[src/rtl/lock_controller_if.sv]
// rtl/lock_controller_if.sv - keypad, blinker handshake and status signals of lock_controller
interface lock_controller_if #(
    parameter int DIGIT_W = 4
);
    logic               digit_valid;
    logic [DIGIT_W-1:0] digit;
    logic               prog_req;
    logic               done_blinking;
    logic               start_blinking;
    logic               blinkType;
    logic               unlocked;
    logic               busy;

    modport master (
        output digit_valid, digit, prog_req, done_blinking,
        input  start_blinking, blinkType, unlocked, busy
    );

    modport slave (
        input  digit_valid, digit, prog_req, done_blinking,
        output start_blinking, blinkType, unlocked, busy
    );
endinterface

[src/rtl/lock_controller.sv]
// rtl/lock_controller.sv - code-entry FSM for the digital lock, drives the blinker start/type handshake
module lock_controller #(
    parameter int                          CODE_LEN      = 4,
    parameter int                          DIGIT_W       = 4,
    parameter logic [CODE_LEN*DIGIT_W-1:0] DEFAULT_CODE  = 16'h1234,
    parameter logic [31:0]                 UNLOCK_CYCLES = 32'd60000000,
    parameter logic [31:0]                 ENTRY_TIMEOUT = 32'd120000000
) (
    input  logic             hwclk,
    input  logic             rst_n,
    lock_controller_if.slave lock
);
    localparam int              CODE_W     = CODE_LEN * DIGIT_W;
    localparam int              CNT_W      = $clog2(CODE_LEN + 1);
    localparam logic [CNT_W-1:0] LAST_DIGIT = CNT_W'(CODE_LEN - 1);
    // blinker clears done late, so the first two HOLD cycles never look at it
    localparam logic [31:0]     HOLD_BLIND = 32'd2;

    typedef enum logic [2:0] {
        S_LOCKED,
        S_CHECK,
        S_UNLOCKED,
        S_PROG,
        S_BLINK_ARM,
        S_BLINK_HOLD
    } state_t;

    state_t             state;
    state_t             ret;
    logic [CODE_W-1:0]  entry;
    logic [CODE_W-1:0]  code;
    logic [CNT_W-1:0]   cnt;
    logic [31:0]        timer;
    logic               prog_mode;

    always_ff @(posedge hwclk or negedge rst_n) begin
        if (!rst_n) begin
            state               <= S_LOCKED;
            ret                 <= S_LOCKED;
            code                <= DEFAULT_CODE;
            entry               <= '0;
            cnt                 <= '0;
            timer               <= '0;
            prog_mode           <= 1'b0;
            lock.start_blinking <= 1'b0;
            lock.blinkType      <= 1'b0;
            lock.unlocked       <= 1'b0;
            lock.busy           <= 1'b0;
        end else begin
            case (state)
                S_LOCKED, S_PROG: begin
                    if (lock.digit_valid) begin
                        entry <= (entry << DIGIT_W) | CODE_W'(lock.digit);
                        timer <= '0;
                        if (cnt == LAST_DIGIT) begin
                            cnt       <= '0;
                            state     <= S_CHECK;
                            lock.busy <= 1'b1;
                        end else begin
                            cnt <= cnt + CNT_W'(1);
                        end
                    end else if (cnt != '0) begin
                        if (timer == ENTRY_TIMEOUT - 32'd1) begin
                            cnt            <= '0;
                            entry          <= '0;
                            timer          <= '0;
                            prog_mode      <= 1'b0;
                            ret            <= S_LOCKED;
                            lock.blinkType <= 1'b0;
                            lock.busy      <= 1'b1;
                            state          <= S_BLINK_ARM;
                        end else begin
                            timer <= timer + 32'd1;
                        end
                    end
                end

                S_CHECK: begin
                    entry <= '0;
                    if (prog_mode) begin
                        code           <= entry;
                        prog_mode      <= 1'b0;
                        ret            <= S_LOCKED;
                        lock.blinkType <= 1'b1;
                        state          <= S_BLINK_ARM;
                    end else if (entry == code) begin
                        timer         <= '0;
                        lock.unlocked <= 1'b1;
                        lock.busy     <= 1'b0;
                        state         <= S_UNLOCKED;
                    end else begin
                        ret            <= S_LOCKED;
                        lock.blinkType <= 1'b0;
                        state          <= S_BLINK_ARM;
                    end
                end

                S_UNLOCKED: begin
                    // a reprogram request beats the hold-time expiry in the same cycle
                    if (lock.prog_req) begin
                        cnt           <= '0;
                        entry         <= '0;
                        timer         <= '0;
                        prog_mode     <= 1'b1;
                        lock.unlocked <= 1'b0;
                        state         <= S_PROG;
                    end else if (timer == UNLOCK_CYCLES - 32'd1) begin
                        timer         <= '0;
                        lock.unlocked <= 1'b0;
                        state         <= S_LOCKED;
                    end else begin
                        timer <= timer + 32'd1;
                    end
                end

                S_BLINK_ARM: begin
                    timer               <= '0;
                    lock.start_blinking <= 1'b1;
                    state               <= S_BLINK_HOLD;
                end

                S_BLINK_HOLD: begin
                    if (timer < HOLD_BLIND) begin
                        timer <= timer + 32'd1;
                    end else if (lock.done_blinking) begin
                        timer               <= '0;
                        lock.start_blinking <= 1'b0;
                        lock.busy           <= 1'b0;
                        state               <= ret;
                    end
                end

                default: begin
                    state               <= S_LOCKED;
                    lock.start_blinking <= 1'b0;
                    lock.unlocked       <= 1'b0;
                    lock.busy           <= 1'b0;
                end
            endcase
        end
    end
endmodule

[src/flat_wrapper.sv]
// flat-port wrapper written by rule: the top's interface ports become plain ports
module lock_controller_flat 
#(
    parameter int                          CODE_LEN      = 4,
    parameter int                          DIGIT_W       = 4,
    parameter logic [CODE_LEN*DIGIT_W-1:0] DEFAULT_CODE  = 16'h1234,
    parameter logic [31:0]                 UNLOCK_CYCLES = 32'd60000000,
    parameter logic [31:0]                 ENTRY_TIMEOUT = 32'd120000000
)
  (hwclk, rst_n, lock_digit_valid, lock_digit, lock_prog_req, lock_done_blinking, lock_start_blinking, lock_blinkType, lock_unlocked, lock_busy);
  lock_controller_if #(.DIGIT_W(DIGIT_W)) lock_i ();
  input  logic hwclk;
  input  logic rst_n;
  input wire logic [$bits(lock_i.digit_valid)-1:0] lock_digit_valid;
  input wire logic [$bits(lock_i.digit)-1:0] lock_digit;
  input wire logic [$bits(lock_i.prog_req)-1:0] lock_prog_req;
  input wire logic [$bits(lock_i.done_blinking)-1:0] lock_done_blinking;
  output wire logic [$bits(lock_i.start_blinking)-1:0] lock_start_blinking;
  output wire logic [$bits(lock_i.blinkType)-1:0] lock_blinkType;
  output wire logic [$bits(lock_i.unlocked)-1:0] lock_unlocked;
  output wire logic [$bits(lock_i.busy)-1:0] lock_busy;
  assign lock_i.digit_valid = lock_digit_valid;
  assign lock_i.digit = lock_digit;
  assign lock_i.prog_req = lock_prog_req;
  assign lock_i.done_blinking = lock_done_blinking;
  assign lock_start_blinking = lock_i.start_blinking;
  assign lock_blinkType = lock_i.blinkType;
  assign lock_unlocked = lock_i.unlocked;
  assign lock_busy = lock_i.busy;
  lock_controller #(.CODE_LEN(CODE_LEN), .DIGIT_W(DIGIT_W), .DEFAULT_CODE(DEFAULT_CODE), .UNLOCK_CYCLES(UNLOCK_CYCLES), .ENTRY_TIMEOUT(ENTRY_TIMEOUT)) u_core (.hwclk(hwclk), .rst_n(rst_n), .lock(lock_i));
endmodule
[config.mk]
export PLATFORM = sky130hd
export DESIGN_NAME = lock_controller_flat
export DESIGN_NICKNAME = d
export VERILOG_FILES = /design/src/rtl/lock_controller_if.sv /design/src/rtl/lock_controller.sv /design/src/flat_wrapper.sv
export SDC_FILE = /design/constraint.sdc
export NUM_CORES = 1
export LEC_CHECK = 0
export ABC_AREA = 1
export BUFFER_PORTS_ARGS = -buffer_cell sky130_fd_sc_hd__buf_4
export CELL_PAD_IN_SITES_DETAIL_PLACEMENT = 1
export CELL_PAD_IN_SITES_GLOBAL_PLACEMENT = 2
export CORE_ASPECT_RATIO = 1.2
export CORE_MARGIN = 2
export CORE_UTILIZATION = 23
export CTS_BUF_LIST = sky130_fd_sc_hd__clkbuf_8 sky130_fd_sc_hd__clkbuf_16
export DETAILED_ROUTE_END_ITERATION = 16
export PLACE_DENSITY_LB_ADDON = 0.1
export SLEW_MARGIN = 0
export SYNTH_ARGS = -nofsm -noshare
export SYNTH_HDL_FRONTEND = slang
export SYNTH_SLANG_ARGS = --single-unit
[constraint.sdc]
create_clock -name hwclk -period 1.6 [get_ports hwclk]
set_input_delay 0.32 -clock hwclk [delete_from_list [all_inputs] [get_ports hwclk]]
set_output_delay 0.32 -clock hwclk [all_outputs]
set_load 0.02 [all_outputs]
==> results of run 1 <==
[repair_timing]
item                                    4_1_cts  5_1_grt
endpoints found under the setup margin       59       63
resized for setup                            73       90
pin swaps                                    20       31
setup buffers                                 8        8
hold buffers                                  1        0
gates cloned                                  1        3
hold endpoints to repair                     18        0
[logic make-up (layout without fill, tap and decap cells)]
kind of cell / Yosys count / count (layout)
fa+ha+maj: 3 / 3
buf+inv: 120 / 306
flops: 75 / 75
compound gates: 47 / 47
xor+xnor: 14 / 14
simple gates: 530 / 530
[power groups by stage]
stage / registers [mW] / clock network [mW] / logic (mW)
final: 2.56 / 2.47 / 7.37
after global routing: 2.61 / 2.62 / 8.05
after CTS: 2.55 / 2.54 / 6.30
after detailed placement: 2.57 / 0 / 5.46
after global placement: 2.55 / 0 / 5.35
after floorplan: 2.56 / 0 / 2.82
[through the flow]
stage / setup slack, ps / setup TNS [ps]
after CTS: -203.6 / -9624
after global placement: -366.9 / -17080
final: -244.5 / -10500
after floorplan: -43.47 / -434.7
after global routing: -355.5 / -17740
after detailed placement: -371.7 / -17710
[how the worst min path moves through the flow]
stage	startpoint	end	slack [ps]	depth (start not counted)
global placement	rst_n	u_core.cnt[0]$_DFFE_PN0P_	240	1
global route	lock_digit[0]	u_core.entry[0]$_DFFE_PN0P_	250	3
floorplan	rst_n	u_core.cnt[0]$_DFFE_PN0P_	20	0
finish	lock_digit[3]	u_core.entry[3]$_DFFE_PN0P_	240	3
CTS	lock_digit[3]	u_core.entry[3]$_DFFE_PN0P_	230	3
detailed placement	rst_n	u_core.cnt[0]$_DFFE_PN0P_	240	1
[worst register-to-register path, cell delays in order, from the launching register on]
cell and delay, ps:
dfrtp_1 430, nor2_2 150, nand3_1 100, nor2_1 110, nand2_1 110, nor2_4 130, nor2_4 50, nor2_4 220
nand2_8 130, clkbuf_16 200, nand2_4 60, o21ai_1 50
[registers in the layout (all words and copies together), names as in the netlist]
name	flops
u_core.timer	32
u_core.lock.start_blinking	1
u_core.cnt	3
u_core.lock.unlocked	1
u_core.entry	16
u_core.code	16
u_core.state	3
u_core.prog_mode	1
u_core.lock.blinkType	1
u_core.lock.busy	1
[per-layer routing]
layer  global-route usage [%]  part of all wire, %
met1                    19.69                   42
met2                    32.65                   55
met5                        0                    0
met3                    2.191                  1.2
met4                    5.182                  1.8
[synthesized netlist by cell type (5+ instances only)]
cell type  count  area share [%]
dfstp_2        5             2.6
o21ai_0       27             2.7
nand4_1       32             4.0
dfrtp_1       70              35
nor2_1       105             7.8
buf_2         13             1.3
a21oi_1        5            0.50
inv_1         92             6.8
xor2_1        12             2.1
nand3_1       37             3.7
o21ai_1       13             1.3
nand2_1      331              25
buf_6          6             1.3
[area by class of cell]
type                    count  area (µm²)
clock inverters             6       112.6
clock buffers              10       239.0
repair buffers            195        1673
fillers                  2693       13920
inverters                  95       366.6
flip-flops and latches     75        1887
well taps                 274       342.8
multi-input cells         594        3087
==> flow_metrics.env, run 1 <==
export IMPL_synthXorXnorAreaFrac_pct=2.427
export IMPL_most_common_layout_cells="nand2_1, buf_4, inv_1, nor2_1, dfrtp_1"
export IMPL_worstMarginPinSlew_ps=338.6
export IMPL_finalClockSkew_ps=8.935
export IMPL_ir_worst_vdd_uv=615.4
export IMPL_seq_power_share_pct=20.6
export IMPL_yosysUniqueCellTypes=32
export IMPL_power_frac_clock_pct=19.9
export IMPL_p_sw_mw=5.257
export IMPL_synth_edf_count=0
export IMPL_place_congestion=0.8114
export IMPL_via_count=5529
export IMPL_cts_tree="done"
export IMPL_drtIter0Drc=141
export IMPL_grt_pass1_vias=6136
export IMPL_slowest_delay_ps=430
export IMPL_power_density_mw_per_mm2=1607
export IMPL_period_share_pct=115.3
export IMPL_dr_pass1_iters=4
export IMPL_ioPinCount=13
export IMPL_die_area_mm2=0.02317
export IMPL_synth_area_mux_share_pct=0
export IMPL_final_common_cell="nand2_1"
export IMPL_period_minus_slack_ps=1844
export IMPL_crit_path_start="u_core.timer[27]$_DFFE_PN0P_"
export IMPL_crit_path_top_delay_cell="dfrtp_1"
export IMPL_r2r_slack_ps=-240
export IMPL_synth_compound_area_share_pct=4.928
export IMPL_placed_cells=1215
export IMPL_instances_no_fill=1249
export IMPL_hpwl_mm=14.93
export IMPL_overflow=0
export IMPL_setup_viol=57
export IMPL_internal_power_mw=7.132
export IMPL_nets=982
export IMPL_synth_seq_cells=75
export IMPL_die_w_um=139.3
export IMPL_yosys_warnings=0
export IMPL_synth_adder_area_share_pct=0.7429
export IMPL_vias_per_cell=4.427
export IMPL_coreArea_mm2=0.02163
export IMPL_grt_pass1_wl_mm=31.66
export IMPL_drc=0
export IMPL_cp_common_cell="nor2_4"
export IMPL_post_dp_cell_area_mm2=0.006638
export IMPL_min_path_type="primary input to register"
export IMPL_synth_async_reset_ratio_pct=100.0
export IMPL_clockRootBuffer="clkbuf_16"
export IMPL_ant_nets=0
export IMPL_drive_above_1_share_pct=34.56
export IMPL_synth_top_flop_cell="dfrtp_1"
export IMPL_grt_max_degree=37
export IMPL_worstPathMaxFanout=6
export IMPL_netlist_area_mm2=0.005052
export IMPL_path_class="register to register"
export IMPL_hold_violations=0
export IMPL_r2r_end="u_core.timer[2]$_DFFE_PN0P_"
export IMPL_antennaDiodeCount=0
export IMPL_p_total_mw=12.39
export IMPL_crit_buf_inv=1
export IMPL_violations="negative setup slack"
export IMPL_arrival_ps=2080
export IMPL_status="complete, but fails checks"
export IMPL_drt_wl_total_mm=19.57
export IMPL_crit_chain="nor2_2 -> nand3_1 -> nor2_1 -> nand2_1 -> nor2_4 -> nor2_4 -> nor2_4 -> nand2_8 -> clkbuf_16 -> nand2_4 -> o21ai_1"
export IMPL_pwr_share_comb_pct=59.5
export IMPL_end_kind="register"
export IMPL_fmax_ghz=0.5422
export IMPL_swShare_pct=42.43
export IMPL_crit_end="u_core.timer[2]$_DFFE_PN0P_"
export IMPL_clkSinkCount=75
export IMPL_clkSlewWorstSetupHoldPaths_ps=60
export IMPL_worst_path_stages=11
export IMPL_antenna_found_initial=0
export IMPL_relSlewSlack_pct=77.35
export IMPL_groute_usage_overall_pct=17.13
export IMPL_num_rows=59
export IMPL_netlist_instances=789
export IMPL_yosysSeqAreaShare_pct=37.27
export IMPL_synth_top_family_by_area="simple AND/OR/NAND/NOR gates"
export IMPL_die_h_um=166.4
export IMPL_syn2layout_area_growth_pct=52.55
export IMPL_htree_levels=3
export IMPL_yosys_area_share_simple_pct=44.30
export IMPL_timing_final_ws_setup_ps=-244.5
export IMPL_maxCapViolations=0
export IMPL_numPortBuffers=12
export IMPL_p_leak_nw=3.984
export IMPL_slew_viol_final=0
export IMPL_reg2reg_from="u_core.timer[27]$_DFFE_PN0P_"
export IMPL_final_area_mm2=0.007707
export IMPL_hold_ws_ps=237.0
export IMPL_critPathTopFamily="simple AND/OR/NAND/NOR gates"
export IMPL_fin_util_pct=35.63
export IMPL_rsz0062_at_grt="true"
export IMPL_insertion_delay_ps=350
export IMPL_initial_core_util_pct=23.36
export IMPL_clk_path_buf_depth=2
export IMPL_worst_ep_required_time_ps=1830
export IMPL_syn_avg_cell_area_um2=6.403
export IMPL_synth_net_count=801
export IMPL_startpoint_type="register"
export IMPL_wl_per_cell_um=15.67
export IMPL_numCtsBuffers=9
export IMPL_reg2regPathDepth=11
(Power assumes the default switching activity.)
==> run 2, diff against run 1 <==
--- a/config.mk
+++ b/config.mk
@@ -6,7 +6,7 @@
 export NUM_CORES = 1
 export LEC_CHECK = 0
 export ABC_AREA = 1
-export BUFFER_PORTS_ARGS = -buffer_cell sky130_fd_sc_hd__buf_4
+export BUFFER_PORTS_ARGS = -buffer_cell sky130_fd_sc_hd__buf_2
 export CELL_PAD_IN_SITES_DETAIL_PLACEMENT = 1
 export CELL_PAD_IN_SITES_GLOBAL_PLACEMENT = 2
 export CORE_ASPECT_RATIO = 1.2
==> flow_metrics.env, run 2 (same netlist as run 1, synthesis figures left out) <==
export IMPL_status="complete, but fails checks"
export IMPL_violations="negative setup slack"
export IMPL_wl_per_cell_um=16.45
export IMPL_end_kind="register"
export IMPL_grt_pass1_vias=6040
export IMPL_coreArea_mm2=0.02163
export IMPL_worst_ep_required_time_ps=1830
export IMPL_hpwl_mm=15.11
export IMPL_num_rows=59
export IMPL_final_common_cell="nand2_1"
export IMPL_largest_registers="u_core.timer x32, u_core.code x16, u_core.entry x16"
export IMPL_power_density_mw_per_mm2=1538
export IMPL_ir_worst_vdd_uv=754.1
export IMPL_largest_register="u_core.timer"
export IMPL_startpoint_type="register"
export IMPL_initial_core_util_pct=23.36
export IMPL_place_congestion=0.8405
export IMPL_dr_pass1_iters=4
export IMPL_maxCapViolations=0
export IMPL_numPortBuffers=12
export IMPL_numCtsBuffers=9
export IMPL_clk_path_buf_depth=2
export IMPL_hold_violations=0
export IMPL_setup_viol=58
export IMPL_most_common_layout_cells="nand2_1, buf_4, inv_1"
export IMPL_relSlewSlack_pct=72.33
export IMPL_period_share_pct=112.5
export IMPL_grt_pass1_wl_mm=32.64
export IMPL_overflow=0
export IMPL_drt_wl_total_mm=20.66
export IMPL_period_minus_slack_ps=1800
export IMPL_grt_max_degree=34
export IMPL_hold_ws_ps=226.7
export IMPL_finalClockSkew_ps=10.55
export IMPL_clkSinkCount=75
export IMPL_vias_per_cell=4.469
export IMPL_min_path_type="primary input to register"
export IMPL_timing_final_ws_setup_ps=-199.8
export IMPL_largest_reg_flops=32
export IMPL_groute_usage_overall_pct=17.98
export IMPL_antennaDiodeCount=0
export IMPL_clkSlewWorstSetupHoldPaths_ps=60
export IMPL_die_w_um=139.3
export IMPL_die_h_um=166.4
export IMPL_drtIter0Drc=141
export IMPL_path_class="register to register"
export IMPL_syn2layout_area_growth_pct=53.69
export IMPL_worstMarginPinSlew_ps=415.0
export IMPL_htree_levels=3
export IMPL_final_setup_tns_ps=-8705
export IMPL_via_count=5613
export IMPL_worstPathMaxFanout=7
export IMPL_p_total_mw=11.94
export IMPL_antenna_found_initial=0
export IMPL_rsz0062_at_grt="true"
export IMPL_placed_cells=1213
export IMPL_p_leak_nw=3.984
export IMPL_ant_nets=0
export IMPL_slew_viol_final=0
export IMPL_instances_no_fill=1256
export IMPL_arrival_ps=2030
export IMPL_insertion_delay_ps=350
export IMPL_fmax_ghz=0.5556
export IMPL_nets=989
export IMPL_die_area_mm2=0.02317
export IMPL_clockRootBuffer="clkbuf_16"
export IMPL_drc=0
export IMPL_drive_above_1_share_pct=37.37
export IMPL_ioPinCount=13
export IMPL_cts_tree="done"
==> run 2: cell types whose count changed in the layout (fill, tap and decap cells not counted), sizes merged <==
| cell | change |
|---|---|
| buf | +7 |
| inv | +3 |
| clkinv | -2 |
| clkbuf | -1 |
==> run 2: area by class of cell <==
type                            instances  area (µm²)
Clock inverter                          7       116.4
Multi-Input combinational cell        594        3117
Inverter                               95       361.6
Sequential cell                        75        1897
Tap cell                              274       342.8
Timing Repair Buffer                  202        1705
Clock buffer                            9       225.2
Fill cell                            2657       13860
==> run 2: final timing paths <==
check                                                        from                                      to  slack [ps]  cells after the start
setup / recovery                     u_core.timer[15]$_DFFE_PN0P_             u_core.entry[5]$_DFFE_PN0P_        -200                     12
max in group asynchronous                                   rst_n              u_core.code[9]$_DFFE_PN1P_         610                      3
hold / removal                                      lock_digit[2]             u_core.entry[2]$_DFFE_PN0P_         230                      3
hold reg to reg            u_core.lock.start_blinking$_DFFE_PN0P_  u_core.lock.start_blinking$_DFFE_PN0P_         480                      2
min in group asynchronous                                   rst_n              u_core.code[6]$_DFFE_PN0P_         430                      2
setup reg to reg                     u_core.timer[15]$_DFFE_PN0P_             u_core.entry[5]$_DFFE_PN0P_        -200                     12
==> run 2: per-stage QoR <==
step	setup WS (ps)	utilization, %	cell area, µm²
finish	-199.8	35.90	7765
global route	-280.7	35.90	7765
global placement	-304.5	30.66	6633
CTS	-212.8	34.16	7390
detailed placement	-327.2	30.66	6633
floorplan	-43.47	-	5057
==> run 2: what timing repair did <==
item                                   CTS  global route
setup buffers                           16            11
gates resized for setup                 74           114
hold buffers                             1             0
endpoints found under the hold margin   18             0
setup endpoints to repair               68            75
pin swaps                               25            41
cloned                                   2             3
==> run 2: power breakdown <==
part           total (mW)  internal, mW  switching [mW]
combinational        6.93          2.96            3.97
sequential           2.55          2.27           0.282
clock                2.46          1.53           0.934
==> run 2: critical path: stages, from the launching register on <==
cell and delay [ps]:
dfrtp_1 400, nor2_2 130, nand2_1 90, buf_4 150, inv_2 60, nand2_2 60, nor2_4 100, nand2_2 70
nand2_4 90, nand3_4 180, clkbuf_16 240, nand2_2 50, o21ai_1 60
==> run 2: routing by layer <==
metal  up-vias  GRT usage (%)  routed length, µm
met5         -              0                  0
met3        33          1.730                297
met2        49          35.06              11530
met4         0          7.115                727
met1      2721          19.68               8107
li1       2810              -                  -
==> run 3, diff against run 2 <==
--- a/config.mk
+++ b/config.mk
@@ -5,7 +5,6 @@
 export SDC_FILE = /design/constraint.sdc
 export NUM_CORES = 1
 export LEC_CHECK = 0
-export ABC_AREA = 1
 export BUFFER_PORTS_ARGS = -buffer_cell sky130_fd_sc_hd__buf_2
 export CELL_PAD_IN_SITES_DETAIL_PLACEMENT = 1
 export CELL_PAD_IN_SITES_GLOBAL_PLACEMENT = 2
==> flow_metrics.env, run 3 <==
export IMPL_hpwl_mm=10.01
export IMPL_vias_per_cell=4.804
export IMPL_place_congestion=0.7868
export IMPL_worst_ep_required_time_ps=1820
export IMPL_clockRootBuffer="clkbuf_16"
export IMPL_synthXorXnorAreaFrac_pct=3.531
export IMPL_worstMarginPinSlew_ps=537.8
export IMPL_fmax_ghz=0.3723
export IMPL_synth_top_flop_cell="dfrtp_1"
export IMPL_nets=621
export IMPL_slew_viol_final=0
export IMPL_fin_util_pct=36.48
export IMPL_grt_pass1_vias=4402
export IMPL_relSlewSlack_pct=63.98
export IMPL_regArea_mm2=0.001886
export IMPL_antenna_found_initial=0
export IMPL_wl_per_cell_um=17.97
export IMPL_timing_final_ws_setup_ps=-1086
export IMPL_synth_most_common_cell="dfrtp_1"
export IMPL_ioPinCount=13
export IMPL_fillers=2063
export IMPL_status="complete, but fails checks"
export IMPL_power_density_mw_per_mm2=1701
export IMPL_rsz0062_at_grt="true"
export IMPL_startpoint_type="register"
export IMPL_ant_nets=0
export IMPL_coreArea_mm2=0.01811
export IMPL_syn_avg_cell_area_um2=9.370
export IMPL_netlist_instances=450
export IMPL_setup_viol=59
export IMPL_synth_seq_cells=75
export IMPL_drive_above_1_share_pct=45.77
export IMPL_groute_usage_overall_pct=15.58
export IMPL_cts_tree="done"
export IMPL_drtIter0Drc=122
export IMPL_path_class="register to register"
export IMPL_min_path_type="primary input to register"
export IMPL_syn2layout_area_growth_pct=56.68
export IMPL_most_common_layout_cells="buf_4, dfrtp_1, nand2_1"
export IMPL_clkSinkCount=75
export IMPL_grt_pass1_wl_mm=23.74
export IMPL_synth_edf_count=0
export IMPL_synth_top_family_by_area="simple AND/OR/NAND/NOR gates"
export IMPL_final_common_cell="buf_4"
export IMPL_htree_levels=3
export IMPL_num_rows=54
export IMPL_overflow=0
export IMPL_largest_registers="u_core.timer x32, u_core.code x16, u_core.entry x16"
export IMPL_ir_worst_vdd_uv=711.4
export IMPL_via_count=4026
export IMPL_maxCapViolations=0
export IMPL_p_leak_nw=3.021
export IMPL_yosysSeqAreaShare_pct=44.66
export IMPL_end_kind="register"
export IMPL_synth_area_mux_share_pct=4.510
export IMPL_synth_compound_area_share_pct=19.02
export IMPL_worstPathMaxFanout=7
export IMPL_yosys_area_share_simple_pct=22.55
export IMPL_die_w_um=127.6
export IMPL_largest_register="u_core.timer"
export IMPL_yosysUniqueCellTypes=60
export IMPL_multi_input_area_mm2=0.002570
export IMPL_insertion_delay_ps=350
export IMPL_synth_net_count=462
export IMPL_antennaDiodeCount=0
export IMPL_period_minus_slack_ps=2686
export IMPL_numCtsBuffers=9
export IMPL_drt_wl_total_mm=15.06
export IMPL_drc=0
export IMPL_yosys_warnings=0
export IMPL_synth_area_leader_cell="dfrtp_1"
export IMPL_die_h_um=152.3
export IMPL_clkSlewWorstSetupHoldPaths_ps=70
export IMPL_violations="negative setup slack"
export IMPL_largest_reg_flops=32
export IMPL_hold_violations=0
export IMPL_r2r_slack_ps=-1090
export IMPL_synth_commonest_cells="dfrtp_1, nand2_1, nor2_1"
export IMPL_p_total_mw=11.24
export IMPL_die_area_mm2=0.01944
export IMPL_grt_max_degree=32
export IMPL_synth_adder_area_share_pct=1.128
export IMPL_synth_async_reset_ratio_pct=100.0
export IMPL_dr_pass1_iters=4
export IMPL_synth_top_cell_area_share_pct=41.54
export IMPL_period_share_pct=167.9
export IMPL_initial_core_util_pct=23.29
export IMPL_arrival_ps=2910
export IMPL_synth_area_leaders="dfrtp_1, nand2_1, a22o_1"
export IMPL_netlist_area_mm2=0.004217
export IMPL_numPortBuffers=12
export IMPL_clk_path_buf_depth=2
export IMPL_finalClockSkew_ps=10.16
## run 3: metal layers
metal	global-route usage [%]	part of all wire (%)	vias up
li1	-	-	1951
met1	19.00	43	2031
met2	28.19	54	27
met3	2.493	1.6	17
met4	4.239	1.6	0
met5	0	0	-
## run 3: cell type report
class	count	share of cell area, %
clock inverters	7	0.7955
repair buffers	170	23.22
inverters	15	0.8902
clock buffers	9	3.409
flip-flops and latches	75	28.54
multi-input cells	338	38.90
well taps	224	4.242
## run 3: cells by family after synthesis
logic type,count (synthesis)
multiplexers,17
adder cells (fa/ha/maj),4
AO/OA/AOI/OAI,109
flip-flops,75
buffers and inverters,38
AND/OR/NAND/NOR,190
XOR/XNOR,17
## run 3: path summary, 6_finish.rpt
| path | startpoint | to | depth (start not counted) |
|---|---|---|---|
| worst max register to register | u_core.timer[19]$_DFFE_PN0P_ | u_core.timer[4]$_DFFE_PN0P_ | 9 |
| worst max-delay path | u_core.timer[19]$_DFFE_PN0P_ | u_core.timer[4]$_DFFE_PN0P_ | 9 |
| worst min-delay path | lock_digit[1] | u_core.entry[1]$_DFFE_PN0P_ | 3 |
| min in group asynchronous | rst_n | u_core.entry[2]$_DFFE_PN0P_ | 2 |
| worst min register to register | u_core.lock.start_blinking$_DFFE_PN0P_ | u_core.lock.start_blinking$_DFFE_PN0P_ | 1 |
| max in group asynchronous | rst_n | u_core.state[0]$_DFFE_PN0P_ | 3 |
## run 3: repair_timing
| item | 4_1_cts | 5_1_grt |
|---|---|---|
| endpoints found under the hold margin | 8 | 0 |
| gates cloned | 3 | 5 |
| buffers inserted | 12 | 10 |
| hold buffers | 1 | 0 |
| endpoints found under the setup margin | 75 | 75 |
| resized for setup | 41 | 70 |
| pin swaps | 8 | 24 |
## run 3: power by group
| part | switching [mW] | internal [mW] |
|---|---|---|
| sequential | 0.247 | 2.25 |
| clock | 0.914 | 1.06 |
| combinational | 3.34 | 3.42 |
| total | 4.50 | 6.74 |
## run 3: per-stage QoR
stage | setup TNS (ps) | std cells | area (µm²) | hold WS [ps] | setup WS [ps]
floorplan | -29160 | 450 | 4332 | 24.41 | -639.5
detailed placement | -61470 | 798 | 5620 | 208.4 | -1247
global route | -60920 | 838 | 6606 | 199.3 | -1234
global placement | -56840 | 798 | 5620 | 205.6 | -1146
CTS | -53590 | 826 | 6222 | 196.0 | -1109
finish | -52320 | 838 | 6606 | 204.5 | -1086
## run 3: worst max-delay path: stages, from the launching register on
cell      delay [ps]
dfrtp_1          410
nor4_4           310
nand4_1          240
nor4_1           400
a211oi_1         180
a311oi_4         330
buf_6            200
nor2b_4           70
buf_12           130
a221o_1          290
